File: src/rtl/tlm_pkg.sv
// Shared encodings for the traffic light monitor: observed light codes,
// per-direction tracker states and the resync mapping from code to state.
package tlm_pkg;

    localparam logic [1:0] LIGHT_RED         = 2'b00;
    localparam logic [1:0] LIGHT_YELLOW      = 2'b01;
    localparam logic [1:0] LIGHT_GREEN       = 2'b10;
    localparam logic [1:0] LIGHT_GREEN_BLINK = 2'b11;

    typedef enum logic [2:0] {
        ST_RED   = 3'd0,
        ST_PREP  = 3'd1,
        ST_GO    = 3'd2,
        ST_BLINK = 3'd3,
        ST_CLEAR = 3'd4
    } tlm_state_e;

    // A lone YELLOW is assumed to be the tail of a cycle, hence CLEAR.
    function automatic tlm_state_e resync_state(input logic [1:0] code);
        tlm_state_e st;
        case (code)
            LIGHT_RED:         st = ST_RED;
            LIGHT_YELLOW:      st = ST_CLEAR;
            LIGHT_GREEN:       st = ST_GO;
            LIGHT_GREEN_BLINK: st = ST_BLINK;
            default:           st = ST_RED;
        endcase
        return st;
    endfunction

endpackage

File: src/rtl/tlm_dir_tracker.sv
// One direction's light-sequence tracker: follows the legal cycle and reports
// out-of-sequence codes, resyncing to the state the code implies.
module tlm_dir_tracker
    import tlm_pkg::*;
(
    input  logic       clk,
    input  logic       reset,
    input  logic [1:0] light,
    input  logic       check_en,
    input  logic       seen,
    output tlm_state_e phase,
    output logic       illegal_det
);

    tlm_state_e state_r;
    tlm_state_e state_next_s;
    tlm_state_e legal_next_s;
    logic       bad_s;

    // Legal successor of the current state for the observed code
    always_comb begin
        legal_next_s = state_r;
        bad_s        = 1'b0;
        case (state_r)
            ST_RED: begin
                if (light == LIGHT_RED) legal_next_s = ST_RED;
                else if (light == LIGHT_YELLOW) legal_next_s = ST_PREP;
                else bad_s = 1'b1;
            end
            ST_PREP: begin
                if (light == LIGHT_YELLOW) legal_next_s = ST_PREP;
                else if (light == LIGHT_GREEN) legal_next_s = ST_GO;
                else bad_s = 1'b1;
            end
            ST_GO: begin
                if (light == LIGHT_GREEN) legal_next_s = ST_GO;
                else if (light == LIGHT_GREEN_BLINK) legal_next_s = ST_BLINK;
                else bad_s = 1'b1;
            end
            ST_BLINK: begin
                if (light == LIGHT_GREEN_BLINK) legal_next_s = ST_BLINK;
                else if (light == LIGHT_YELLOW) legal_next_s = ST_CLEAR;
                else bad_s = 1'b1;
            end
            ST_CLEAR: begin
                if (light == LIGHT_YELLOW) legal_next_s = ST_CLEAR;
                else if (light == LIGHT_RED) legal_next_s = ST_RED;
                else bad_s = 1'b1;
            end
            default: bad_s = 1'b1;
        endcase
    end

    // Resync silently on the first sample or while checks are suspended
    always_comb begin
        if (seen && check_en && !bad_s) begin
            state_next_s = legal_next_s;
            illegal_det  = 1'b0;
        end else if (seen && check_en) begin
            state_next_s = resync_state(light);
            illegal_det  = 1'b1;
        end else begin
            state_next_s = resync_state(light);
            illegal_det  = 1'b0;
        end
    end

    // Tracker state register
    always_ff @(posedge clk) begin
        if (reset) state_r <= ST_RED;
        else state_r <= state_next_s;
    end

    assign phase = state_r;

endmodule

File: src/rtl/traffic_light_monitor.sv
// Traffic light monitor: per-direction sequence checking, conflict detection,
// pattern duration and error counting. Define TLM_WATCHDOG_EN for the stuck watchdog.
module traffic_light_monitor
    import tlm_pkg::*;
#(
    parameter int CNT_W          = 8,
    parameter int TIMEOUT_CYCLES = 200
) (
    input  logic             clk,
    input  logic             reset,
    input  logic [1:0]       horizontal_light,
    input  logic [1:0]       vertical_light,
    input  logic             check_en,
    output logic [2:0]       h_phase,
    output logic [2:0]       v_phase,
    output logic             conflict,
    output logic             illegal,
    output logic             phase_done,
    output logic [CNT_W-1:0] last_dur,
    output logic [CNT_W-1:0] error_count,
    output logic             stuck
);

    localparam logic [CNT_W-1:0] CNT_MAX = {CNT_W{1'b1}};

    tlm_state_e        h_state_s, v_state_s;
    logic              h_ill_s, v_ill_s;
    logic              seen_r;
    logic [3:0]        pat_r, pat_s;
    logic [CNT_W-1:0]  hold_r, hold_inc_s;
    logic              conflict_r, conflict_s, conflict_rise_s;
    logic              illegal_r, phase_done_r, stuck_r;
    logic [CNT_W-1:0]  last_dur_r, error_count_r, err_next_s;
    logic              change_s, stuck_set_s, stuck_next_s;
    logic [2:0]        err_add_s;
    logic [CNT_W+2:0]  err_sum_s;

    tlm_dir_tracker u_h_tracker (
        .clk        (clk),
        .reset      (reset),
        .light      (horizontal_light),
        .check_en   (check_en),
        .seen       (seen_r),
        .phase      (h_state_s),
        .illegal_det(h_ill_s)
    );

    tlm_dir_tracker u_v_tracker (
        .clk        (clk),
        .reset      (reset),
        .light      (vertical_light),
        .check_en   (check_en),
        .seen       (seen_r),
        .phase      (v_state_s),
        .illegal_det(v_ill_s)
    );

    // Pattern change, conflict edge and saturating counter arithmetic
    always_comb begin
        pat_s           = {horizontal_light, vertical_light};
        change_s        = seen_r && (pat_s != pat_r);
        conflict_s      = (horizontal_light != LIGHT_RED) && (vertical_light != LIGHT_RED);
        conflict_rise_s = conflict_s && !conflict_r;
        if (hold_r == CNT_MAX) hold_inc_s = hold_r;
        else hold_inc_s = hold_r + CNT_W'(1'b1);
        err_add_s = {2'b00, h_ill_s} + {2'b00, v_ill_s} + {2'b00, conflict_rise_s}
                  + {2'b00, stuck_set_s};
        err_sum_s = {3'b000, error_count_r} + (CNT_W+3)'(err_add_s);
        if (err_sum_s > {3'b000, CNT_MAX}) err_next_s = CNT_MAX;
        else err_next_s = err_sum_s[CNT_W-1:0];
    end

`ifdef TLM_WATCHDOG_EN
    logic nonred_s;

    // Raise stuck once when a non-RED pattern is held for the full window
    always_comb begin
        nonred_s = (horizontal_light != LIGHT_RED) || (vertical_light != LIGHT_RED);
        if (seen_r && !change_s && nonred_s && !stuck_r &&
            (32'(hold_inc_s) == 32'(TIMEOUT_CYCLES - 1))) stuck_set_s = 1'b1;
        else stuck_set_s = 1'b0;
        if (change_s) stuck_next_s = 1'b0;
        else stuck_next_s = stuck_r | stuck_set_s;
    end
`else
    logic unused_timeout_s;
    assign unused_timeout_s = (TIMEOUT_CYCLES > 32'sd0);
    assign stuck_set_s      = 1'b0;
    assign stuck_next_s     = 1'b0;
`endif

    // Output and bookkeeping registers; the first sample only seeds the pattern
    always_ff @(posedge clk) begin
        if (reset) begin
            seen_r        <= 1'b0;
            pat_r         <= 4'b0000;
            hold_r        <= '0;
            conflict_r    <= 1'b0;
            illegal_r     <= 1'b0;
            phase_done_r  <= 1'b0;
            last_dur_r    <= '0;
            error_count_r <= '0;
            stuck_r       <= 1'b0;
        end else begin
            seen_r        <= 1'b1;
            pat_r         <= pat_s;
            conflict_r    <= conflict_s;
            illegal_r     <= h_ill_s | v_ill_s;
            phase_done_r  <= change_s;
            error_count_r <= err_next_s;
            stuck_r       <= stuck_next_s;
            if (!seen_r) begin
                hold_r <= '0;
            end else if (change_s) begin
                last_dur_r <= hold_inc_s;
                hold_r     <= '0;
            end else begin
                hold_r <= hold_inc_s;
            end
        end
    end

    assign h_phase     = h_state_s;
    assign v_phase     = v_state_s;
    assign conflict    = conflict_r;
    assign illegal     = illegal_r;
    assign phase_done  = phase_done_r;
    assign last_dur    = last_dur_r;
    assign error_count = error_count_r;
    assign stuck       = stuck_r;

endmodule

File: config.mk
export PLATFORM = sky130hd
export DESIGN_NAME = traffic_light_monitor
export DESIGN_NICKNAME = d
export VERILOG_FILES = /design/src/rtl/tlm_pkg.sv /design/src/rtl/tlm_dir_tracker.sv /design/src/rtl/traffic_light_monitor.sv
export SDC_FILE = /design/constraint.sdc
export NUM_CORES = 1
export LEC_CHECK = 0
export ABC_AREA = 1
export ABC_CLOCK_PERIOD_IN_PS = 4600
export BUFFER_PORTS_ARGS = -buffer_cell sky130_fd_sc_hd__clkbuf_2
export CAP_MARGIN = 20
export CORE_MARGIN = 3
export CORE_UTILIZATION = 30
export CTS_BUF_LIST = sky130_fd_sc_hd__clkbuf_4
export CTS_CLUSTER_DIAMETER = 150
export DETAILED_ROUTE_END_ITERATION = 6
export PLACE_DENSITY_LB_ADDON = 0.05
export REMOVE_ABC_BUFFERS = 1
export SETUP_SLACK_MARGIN = 0.3
export SYNTH_ARGS = -nofsm -noshare
export SYNTH_HDL_FRONTEND = slang
export SYNTH_SLANG_ARGS = --single-unit
File: constraint.sdc
create_clock -name clk -period 4.6 [get_ports clk]
set_clock_uncertainty 0.1 [all_clocks]
set_input_delay 0.92 -clock clk [delete_from_list [all_inputs] [get_ports clk]]
set_output_delay 0.92 -clock clk [all_outputs]
set_load 0.01 [all_outputs]
# Yosys cells after proc, flatten, opt, wreduce, memory -nomap -nowiden
# Index checks and enable logic that the tools add are counted.
[op_classes] n_addsub=4 reduce_logical=19 mux=52 bitwise=2 order_cmp=1 eq_ne=28
[op_table] operator="$mux W3" n=22
[op_table] operator="$ne A4 B2 Y1 const B" n=10
[op_table] operator="$pmux W3 S5" n=2
[op_table] operator="$pmux W3 S4" n=2
[op_table] operator="$mux W1" n=22
[op_table] operator="$mux W8" n=2
[op_table] operator="$eq A3 B2 Y1 const B" n=4
[op_table] operator="$ne A6 B6 Y1 const B" n=2
[op_table] operator="$reduce_and A6 Y1" n=2
[op_table] operator="$pmux W1 S5" n=2
[op_table] operator="$add A8 B3 Y9" n=1
[op_table] operator="$gt A9 B8 Y1 const B" n=1
[op_table] operator="$add A8 B1 Y8 const B" n=1
[op_table] operator="$eq A2 B2 Y1 const B" n=4
[op_table] operator="$eq A8 B8 Y1 const B" n=1
[op_table] operator="$eq A3 B1 Y1 const B" n=2
[op_table] operator="$eq A3 B3 Y1 const B" n=2
[op_table] operator="$logic_and A1 B1 Y1" n=6
[op_table] operator="$logic_not A3 Y1" n=2
[op_table] operator="$eq A2 B1 Y1 const B" n=2
[op_table] operator="$logic_not A2 Y1" n=2
[op_table] operator="$ne A4 B4 Y1" n=1
[op_table] operator="$reduce_bool A2 Y1" n=2
[op_table] operator="$add A2 B1 Y3" n=1
[op_table] operator="other kinds (6)" n=8
[word_totals] output_inout_bits=26 wordCells=116 reg_bits=38

# Longest topological paths before layout
# Gate-level depths: netlist of the first run.
[logic_depth] word_depth=12 ltp_mapped=18 depth_no_buf=18

# Cells and area by module
# Synthesis of the first run repeated with hierarchy kept, for this count alone.
[unflattened] cells_unflattened=362 hier_area_um2=2427.3
[modules_own_cells] module="traffic_light_monitor" area_each_um2=1574.0 instances=1 cells_per_inst=220
[modules_own_cells] module="tlm_dir_tracker" area_each_um2=426.7 instances=2 cells_per_inst=71

# Worst setup path after synthesis of the first run
# Ideal clock, no wire load.
[synth_timing] path_type="input to register" start="input port horizontal_light[0]" end="register error_count_r[5] (netlist: error_count[5])" setup_ns=0.071 path_stages=17 required_ns=4.429 path_slack_ns=1.061 arrival_ns=3.369 cell_sequence="inv_1 ha_1 nand3b_1 nand2_1 nor2_2 nand2_1 nand2_1 inv_1 fa_1 ha_1 inv_1 fa_1 nor2_1 nand4_2 nor2_2 nand2_2 a21oi_1"
[synth_via] elab_chain_len=12 elab_cells_between_ends=25 classes_between="add/sub: 3; order compare: 1; eq/ne: 3; mux: 12; reduce/logical: 6"
[synth_rtl] element="start: declaration" line="traffic_light_monitor.sv:11" rtl="input logic [1:0] horizontal_light,"
[synth_rtl] element="$eq A2 B1 Y1, or another cell as far along"
[synth_rtl] element="$mux W1 (on tied branches) (2 in series)"
[synth_rtl] element="$pmux W1 S5" line="tlm_dir_tracker.sv:24" rtl="case (state_r)"
[synth_rtl] element="$logic_not A1 Y1" line="tlm_dir_tracker.sv:56" rtl="if (seen && check_en && !bad_s) begin"
[synth_rtl] element="$logic_and A1 B1 Y1" line="tlm_dir_tracker.sv:56"
[synth_rtl] element="$mux W1" line="tlm_dir_tracker.sv:56"
[synth_rtl] element="$add A1 B1 Y2" line="traffic_light_monitor.sv:66" rtl="err_add_s = {2'b00, h_ill_s} + {2'b00, v_ill_s} + {2'b00, conflict_rise_s}"
[synth_rtl] element="$add A2 B1 Y3 *" line="traffic_light_monitor.sv:66"
[synth_rtl] element="$add A8 B3 Y9 *" line="traffic_light_monitor.sv:68" rtl="err_sum_s = {3'b000, error_count_r} + (CNT_W+3)'(err_add_s);"
[synth_rtl] element="$gt A9 B8 Y1" line="traffic_light_monitor.sv:69" rtl="if (err_sum_s > {3'b000, CNT_MAX}) err_next_s = CNT_MAX;"
[synth_rtl] element="$mux W8 *" line="traffic_light_monitor.sv:69"
[synth_rtl] element="end signal: assignment" line="traffic_light_monitor.sv:110" rtl="error_count_r <= err_next_s;"
[synth_rtl] element="end: declaration" line="traffic_light_monitor.sv:33" rtl="logic [CNT_W-1:0] last_dur_r, error_count_r, err_next_s;"
# Mark *: on every way between the ends. The rest lies on a longest branch, timed or not.
# A chain may end at the register's enable or synchronous reset.

# Worst setup path after layout of the first run
# Ends and elaborated chain as after synthesis.

==> out/qor.yml, run 1 <==
sta:
  tns_ns: 0
  finalHoldViolCount: 0
  worstMarginPinSlew_ns: 0.6906
  period_needed_ns: 3.566
  finalMaxSlewViolations: 0
  setup_viol: 0
  maxSlewHeadroom: 0.5391
  rsz0062_at_grt: "no"
  max_freq_mhz: 280.4
  fin_crit_sh: 0.7752
power:
  irDropWorstVdd_mv: 0.2011
  leakagePower_nw: 1.191
  power.density_nw_per_um2: 304.9
global_route:
  grt_max_degree: 17
  grt.overflow.total: 0
  antenna_found_initial: 0
  grt_pass1_vias: 1806
  grt_pass1_wl_microns: 8383
  grt_usage: 0.1245
worst_hold_path:
  hold_path.class: "flop to flop"
yosys:
  yosysTopAreaCell: "dfxtp_1"
  synth_top_area_frac: 0.3576
  synth_area_leaders: "dfxtp_1 36%, nand2_1 12%, nor2_1 8.5%"
  synth.area.mux_share: 0
  syn_area_sq_um: 2127
  synth_xor_area_frac: 0.04059
  synth_compound_area_frac: 0.05529
  synthAdderAreaFrac: 0.08941
  ys_seq_area_frac: 0.3576
  synth_top_family_by_area: "simple AND/OR/NAND/NOR gates"
  synth_simple_gate_area_share: 0.3688
  synth_area_per_cell_sq_um: 7.162
  synth_warnings: 0
  synth-seq-cells: 38
  synthCells: 297
  ys_types: 32
placed_design:
  routabilityCongestion: 0.8043
  io_buffer_count: 31
  dp_hpwl_microns: 3606
die:
  core_sq_um: 6832
  die_area_sq_um: 8136
  start_util: 0.3114
  die_y_microns: 90.20
  die_w_microns: 90.20
  num_io_pins: 33
  num_rows: 30
run:
  cap_violations: 0
setup_path:
  r2r_setup_slack_ns: 1.56
  critPathLaunchType: "input pin"
  crit_fanout: 6
  path_class: "input pin to flop"
  worstPathArrival_ns: 3.76
  end_kind: "flop"
  required_ns: 4.79
final_layout:
  final_common_cell: "nand2_1"
  nNetsFinal: 351
  diodes: 0
  layout_common_cells: "66 x nand2_1, 48 x nor2_1, 41 x inv_1"
  fin_util: 0.3593
  area_growth_pct: 15.41
  drive_gt1_frac: 0.1722
  fillers: 786
clock_tree:
  cts_setup_buffers: 0
  cts_tree: "yes"
  cts_root_buffer: "clkbuf_4"
  htreeDepth: 2
  max-clock-path-buffers: 2
  cts_resized: 0
  cts_num_sinks: 38
  ctsHoldBuffers: 0
  clkTransAtPathRegs_ns: 0.13
  cts_buffers: 5
  clkLatencyLatePin_ns: 0.35
routing:
  drt-total-wl_microns: 4776
  detail-route-antenna-nets: 0
  wl_per_cell_microns: 11.19
  drtPass1Iterations: 4
  vias_per_cell: 4.372
  first_iter_violations: 61
  post-route-drc-count: 0
  vias: 1867
run_status:
  outcome: "finished, final reports clean"
## registers in the layout (all words and copies together) (netlist names)
register,cells
seen_r,1
conflict,1
phase_done,1
hold_r,8
u_h_tracker.phase,3
last_dur,8
u_v_tracker.phase,3
pat_r,4
error_count,8
illegal,1
## cells by family after synthesis
group                      Yosys count
AOI/OAI and AO/OA                   22
xor gates and xnor gates             9
buffers and inverters               46
adders and majority gates           14
and+or+nand+nor                    167
DFF                                 38
other                                1
## metrics by stage
step                      power (W)  setup WS, ns  hold slack [ns]  instance area (sq um)  instances
after floorplan           0.0004691         1.062           0.3777                   2097        292
after global placement    0.0005213        0.6935           0.3580                   2372        419
after detailed placement  0.0005184        0.6237           0.3592                   2372        419
after CTS                 0.0007645         1.013           0.3854                   2455        427
after global routing      0.0008038        0.7482           0.4034                   2455        427
final                     0.0007484         1.034           0.3843                   2455        427
## layout make-up
class | count | area (sq um) | share of cell area
clock buffer | 5 | 37.54 | 0.01529
clock inverter | 3 | 45.04 | 0.01835
inverter | 41 | 153.9 | 0.06269
multi-input combinational | 213 | 1182 | 0.4817
sequential | 38 | 760.7 | 0.3099
tap | 96 | 120.1 | 0.04893
timing repair buffer | 31 | 155.1 | 0.06320
## worst max-delay path, cell delays in order
cell and delay (ns):
clkbuf_2 0.15, inv_1 0.09, ha_1 0.28, nand3b_1 0.09
nand2_1 0.06, nor2_2 0.14, nand2_1 0.07, nand2_1 0.07
inv_1 0.06, fa_1 0.50, ha_1 0.17, inv_1 0.06
fa_1 0.39, nor2_1 0.18, nand4_2 0.14, nor2_2 0.14
nand2_2 0.12, a21oi_1 0.15
## synth_stat cells
master / instances
buf_4: 3
nor2_4: 1
clkbuf_1: 2
ha_1: 12
o21ai_1: 2
or2_2: 1
xnor2_1: 1
conb_1: 1
o21ai_0: 5
nor2_1: 48
nand2_8: 1
xor2_1: 7
inv_1: 41
nand3b_1: 5
nand2_2: 2
nor2b_1: 1
fa_1: 2
dfxtp_1: 38
a21oi_1: 13
nor3_1: 2
nand4_1: 5
nor2_2: 6
nand3_2: 1
and2_1: 1
xnor2_2: 1
nand2_1: 66
nand2_4: 2
nand3_1: 23
o22ai_1: 1
nand3_4: 1
nand4_2: 1
a21boi_2: 1
## worst paths after layout
check                           depth (start not counted)                  from        endpoint
worst min-delay path                                    2           last_dur[4]     last_dur[4]
worst max-delay path                                   18   horizontal_light[0]  error_count[5]
worst min register to register                          2           last_dur[4]     last_dur[4]
worst max register to register                         16  u_h_tracker.phase[0]  error_count[5]
## report_power, final
group          switching (W)  internal (W)
clock               0.000126      0.000114
combinational      0.0000851     0.0000544
sequential         0.0000198      0.000349
total               0.000231      0.000517
## layer usage
metal,vias to the layer above,global-route usage,share of wire
li1,991,-,-
met1,837,0.1610,0.48
met2,35,0.2029,0.47
met3,4,0.03013,0.043
met4,0,0.04209,0.011
met5,-,0,0
(Power assumes the default switching activity.)
==> inputs of run 2 (changes only) <==
--- a/config.mk
+++ b/config.mk
@@ -5,8 +5,8 @@
 export SDC_FILE = /design/constraint.sdc
 export NUM_CORES = 1
 export LEC_CHECK = 0
-export ABC_AREA = 1
-export ABC_CLOCK_PERIOD_IN_PS = 4600
+export ABC_AREA = 0
+export ABC_CLOCK_PERIOD_IN_PS = 3400
 export BUFFER_PORTS_ARGS = -buffer_cell sky130_fd_sc_hd__clkbuf_2
 export CAP_MARGIN = 20
 export CORE_MARGIN = 3
==> constraint.sdc (replaced) <==
create_clock -name clk -period 3.4 [get_ports clk]
set_clock_uncertainty 0.1 [all_clocks]
set_input_delay 0.68 -clock clk [delete_from_list [all_inputs] [get_ports clk]]
set_output_delay 0.68 -clock clk [all_outputs]
set_load 0.01 [all_outputs]
==> run 2 against run 1 <==
  * Sequential power up 33%
  * First-iteration DRC count down 30%
  * Global-route usage up 0.92 points
  * Synthesized area down 1.5%
  * Critical path type unchanged
==> out/qor.yml, run 2 <==
run_status:
  outcome: "finished, final reports clean"
setup_path:
  crit_chain: "buf_6 > ha_4 > and4bb_2 > o21bai_4 > and3_4 > nor2_2 > fa_1 > ha_2 > inv_2 > fa_2 > nand2b_4 > nor2b_4 > nand3_4 > a21oi_2"
  slowest_delay_ns: 0.51  # about the same
  end_kind: "flop"
  worstPathArrival_ns: 3.22  # -0.54 ns
  cp_slowest_cell: "fa_1"
  required_ns: 3.59  # -1.20 ns
  r2r_start: "u_v_tracker.phase[0]"
  path_class: "input pin to flop"
  critPathLaunchType: "input pin"
  crit_fanout: 6  # unchanged
  critPathLaunch: "vertical_light[0]"
sta:
  maxSlewHeadroom: 0.6051  # +0.06602
  fin_crit_sh: 0.8910
  rsz0062_at_grt: "no"
  max_freq_mhz: 330.1
  finalHoldViolCount: 0  # unchanged
  period_needed_ns: 3.029
  setup_ws_ns: 0.3707  # -0.6636 ns
  worstMarginPinSlew_ns: 0.5903  # -0.1003 ns
  tns_ns: 0  # unchanged
  finalMaxSlewViolations: 0  # unchanged
  setup_viol: 0  # unchanged
final_layout:
  layout_common_cells: "39 x buf_4, 37 x dfxtp_1, 27 x clkbuf_2"
  diodes: 0  # unchanged
  drive_gt1_frac: 0.4181  # +0.2459
  area_growth_pct: 36.42
  nNetsFinal: 319  # -9.1%
  final_common_cell: "buf_4"
die:
  die_y_microns: 89.58  # -0.69%
  start_util: 0.3191  # +0.007753
  num_io_pins: 33  # unchanged
  core_sq_um: 6568  # -3.9%
  die_w_microns: 89.58  # -0.69%
  num_rows: 29  # -3.3%
  die_area_sq_um: 8025  # -1.4%
clock_tree:
  clkLatencyLatePin_ns: 0.35  # about the same
  cts_tree: "yes"
  ctsHoldBuffers: 0  # unchanged
  cts_root_buffer: "clkbuf_4"
  cts_buffers: 5  # unchanged
  htreeDepth: 2  # unchanged
  max-clock-path-buffers: 2  # unchanged
  cts_num_sinks: 38  # unchanged
  clkTransAtPathRegs_ns: 0.13  # about the same
yosys:
  synth_ff_type: "dfxtp_1"
  synth_area_per_cell_sq_um: 9.073  # +27%
  yosysMostFrequentCell: "dfxtp_1"
  ys_seq_area_frac: 0.3630  # +0.005338
  ys_types: 50  # +56%
  synth_warnings: 0  # unchanged
  synth_top_area_frac: 0.3630  # +0.005338
  synthCells: 231  # -22%
  synth-seq-cells: 38  # unchanged
  synthTopCellsByCount: "38 x dfxtp_1, 27 x nor2_1, 12 x ha_1"
  yosysTopAreaCell: "dfxtp_1"
  syn_area_sq_um: 2096  # -1.5%
  synth_edf_count: 0  # unchanged
  async_flop_share: 0  # unchanged
  synth_area_leaders: "dfxtp_1 36%, ha_1 7.2%, nor2_1 4.8%"
global_route:
  grt_max_degree: 22  # +5
  grt.overflow.total: 0  # unchanged
  antenna_found_initial: 0  # unchanged
  grt_pass1_wl_microns: 8404  # +0.25%
  grt_usage: 0.1337  # +0.009195
  grt_pass1_vias: 1775  # -1.7%
worst_hold_path:
  hold_path.class: "flop to flop"
  hp-start: "last_dur[0]"
placed_design:
  dp_hpwl_microns: 3764  # +4.4%
  pre_cts_slack_ns: -0.3321  # -0.9558 ns
  io_buffer_count: 31  # unchanged
  routabilityCongestion: 0.8162  # +1.5%
routing:
  detail-route-antenna-nets: 0  # unchanged
  post-route-drc-count: 0  # unchanged
  vias_per_cell: 4.717  # +7.9%
  drt-total-wl_microns: 5154  # +7.9%
  drtPass1Iterations: 4  # unchanged
  first_iter_violations: 43  # -30%
  vias: 1849  # -0.96%
  wl_per_cell_microns: 13.15  # +18%
power:
  leakagePower_nw: 1.185  # -0.55%
  irDropWorstVdd_mv: 0.1929  # -4.1%
  power.density_nw_per_um2: 339.9  # +11%
run:
  cap_violations: 0  # unchanged
## run 2: cell count changes after synthesis, sizes merged, moves of 6 or more
cell,change
nor3,+8
and3,+6
nand2,-57
inv,-30
nor2,-28
nand3,-17
## run 2: area by class of cell
type                            count  area, sq um
Clock inverter                      3        16.27
Timing Repair Buffer               69        461.7
Inverter                           12        50.05
Tap cell                           93        116.4
Sequential cell                    38        762.0
Clock buffer                        5        37.54
Fill cell                         669         3709
Multi-Input combinational cell    172         1415
## run 2: report_power, final
group	leakage, nW	internal [W]	switching [W]
Combinational	0.845	0.000123	0.000124
Sequential	0.311	0.000467	0.0000229
Clock	0.0286	0.0000770	0.000158
Total	1.18	0.000667	0.000305
## run 2: metrics by stage
step / cell area, sq um / power (W) / hold slack (ns) / utilization / cells
after floorplan: 2041 / 0.0006128 / 0.3745 / - / 222
after global placement: 2567 / 0.0007141 / 0.3490 / 0.3909 / 380
after detailed placement: 2567 / 0.0007136 / 0.3550 / 0.3909 / 380
after CTS: 2688 / 0.0009662 / 0.3731 / 0.4092 / 389
after global routing: 2859 / 0.001028 / 0.3779 / 0.4353 / 392
final: 2859 / 0.0009717 / 0.3695 / 0.4353 / 392
## run 2: timing repair
item | in CTS | in global routing
setup buffers | 1 | 3
setup endpoints to repair | 7 | 8
pin swaps | 3 | 8
resized for setup | 13 | 41
## run 2: kinds of logic after synthesis
| group | synth area share |
|---|---|
| adder cells (fa/ha/maj) | 0.09075 |
| AO/OA/AOI/OAI | 0.1552 |
| flip-flops | 0.3630 |
| multiplexers | 0.03164 |
| other | 0.001789 |
| buffers and inverters | 0.04776 |
| AND/OR/NAND/NOR | 0.2764 |
| XOR/XNOR | 0.03343 |
## run 2: worst max-delay path, delay by kind of cell
family	cells	cell delay, ns
compound gates	2	0.28
fa+ha+maj	4	1.18
buf+inv	2	0.13
simple gates	6	0.94
## run 2: final timing paths
path,endpoint,slack (ns),cells after the start
worst max register to register,error_count[4],0.48,12
worst min register to register,last_dur[0],0.37,2
worst min-delay path,last_dur[0],0.37,2
worst max-delay path,error_count[4],0.37,14
## run 2: layer usage
layer / global-route usage / share of wire / vias up
li1: - / - / 957
met1: 0.1804 / 0.50 / 858
met2: 0.2074 / 0.45 / 27
met3: 0.03193 / 0.037 / 7
met4: 0.04871 / 0.014 / 0
met5: 0 / 0 / -
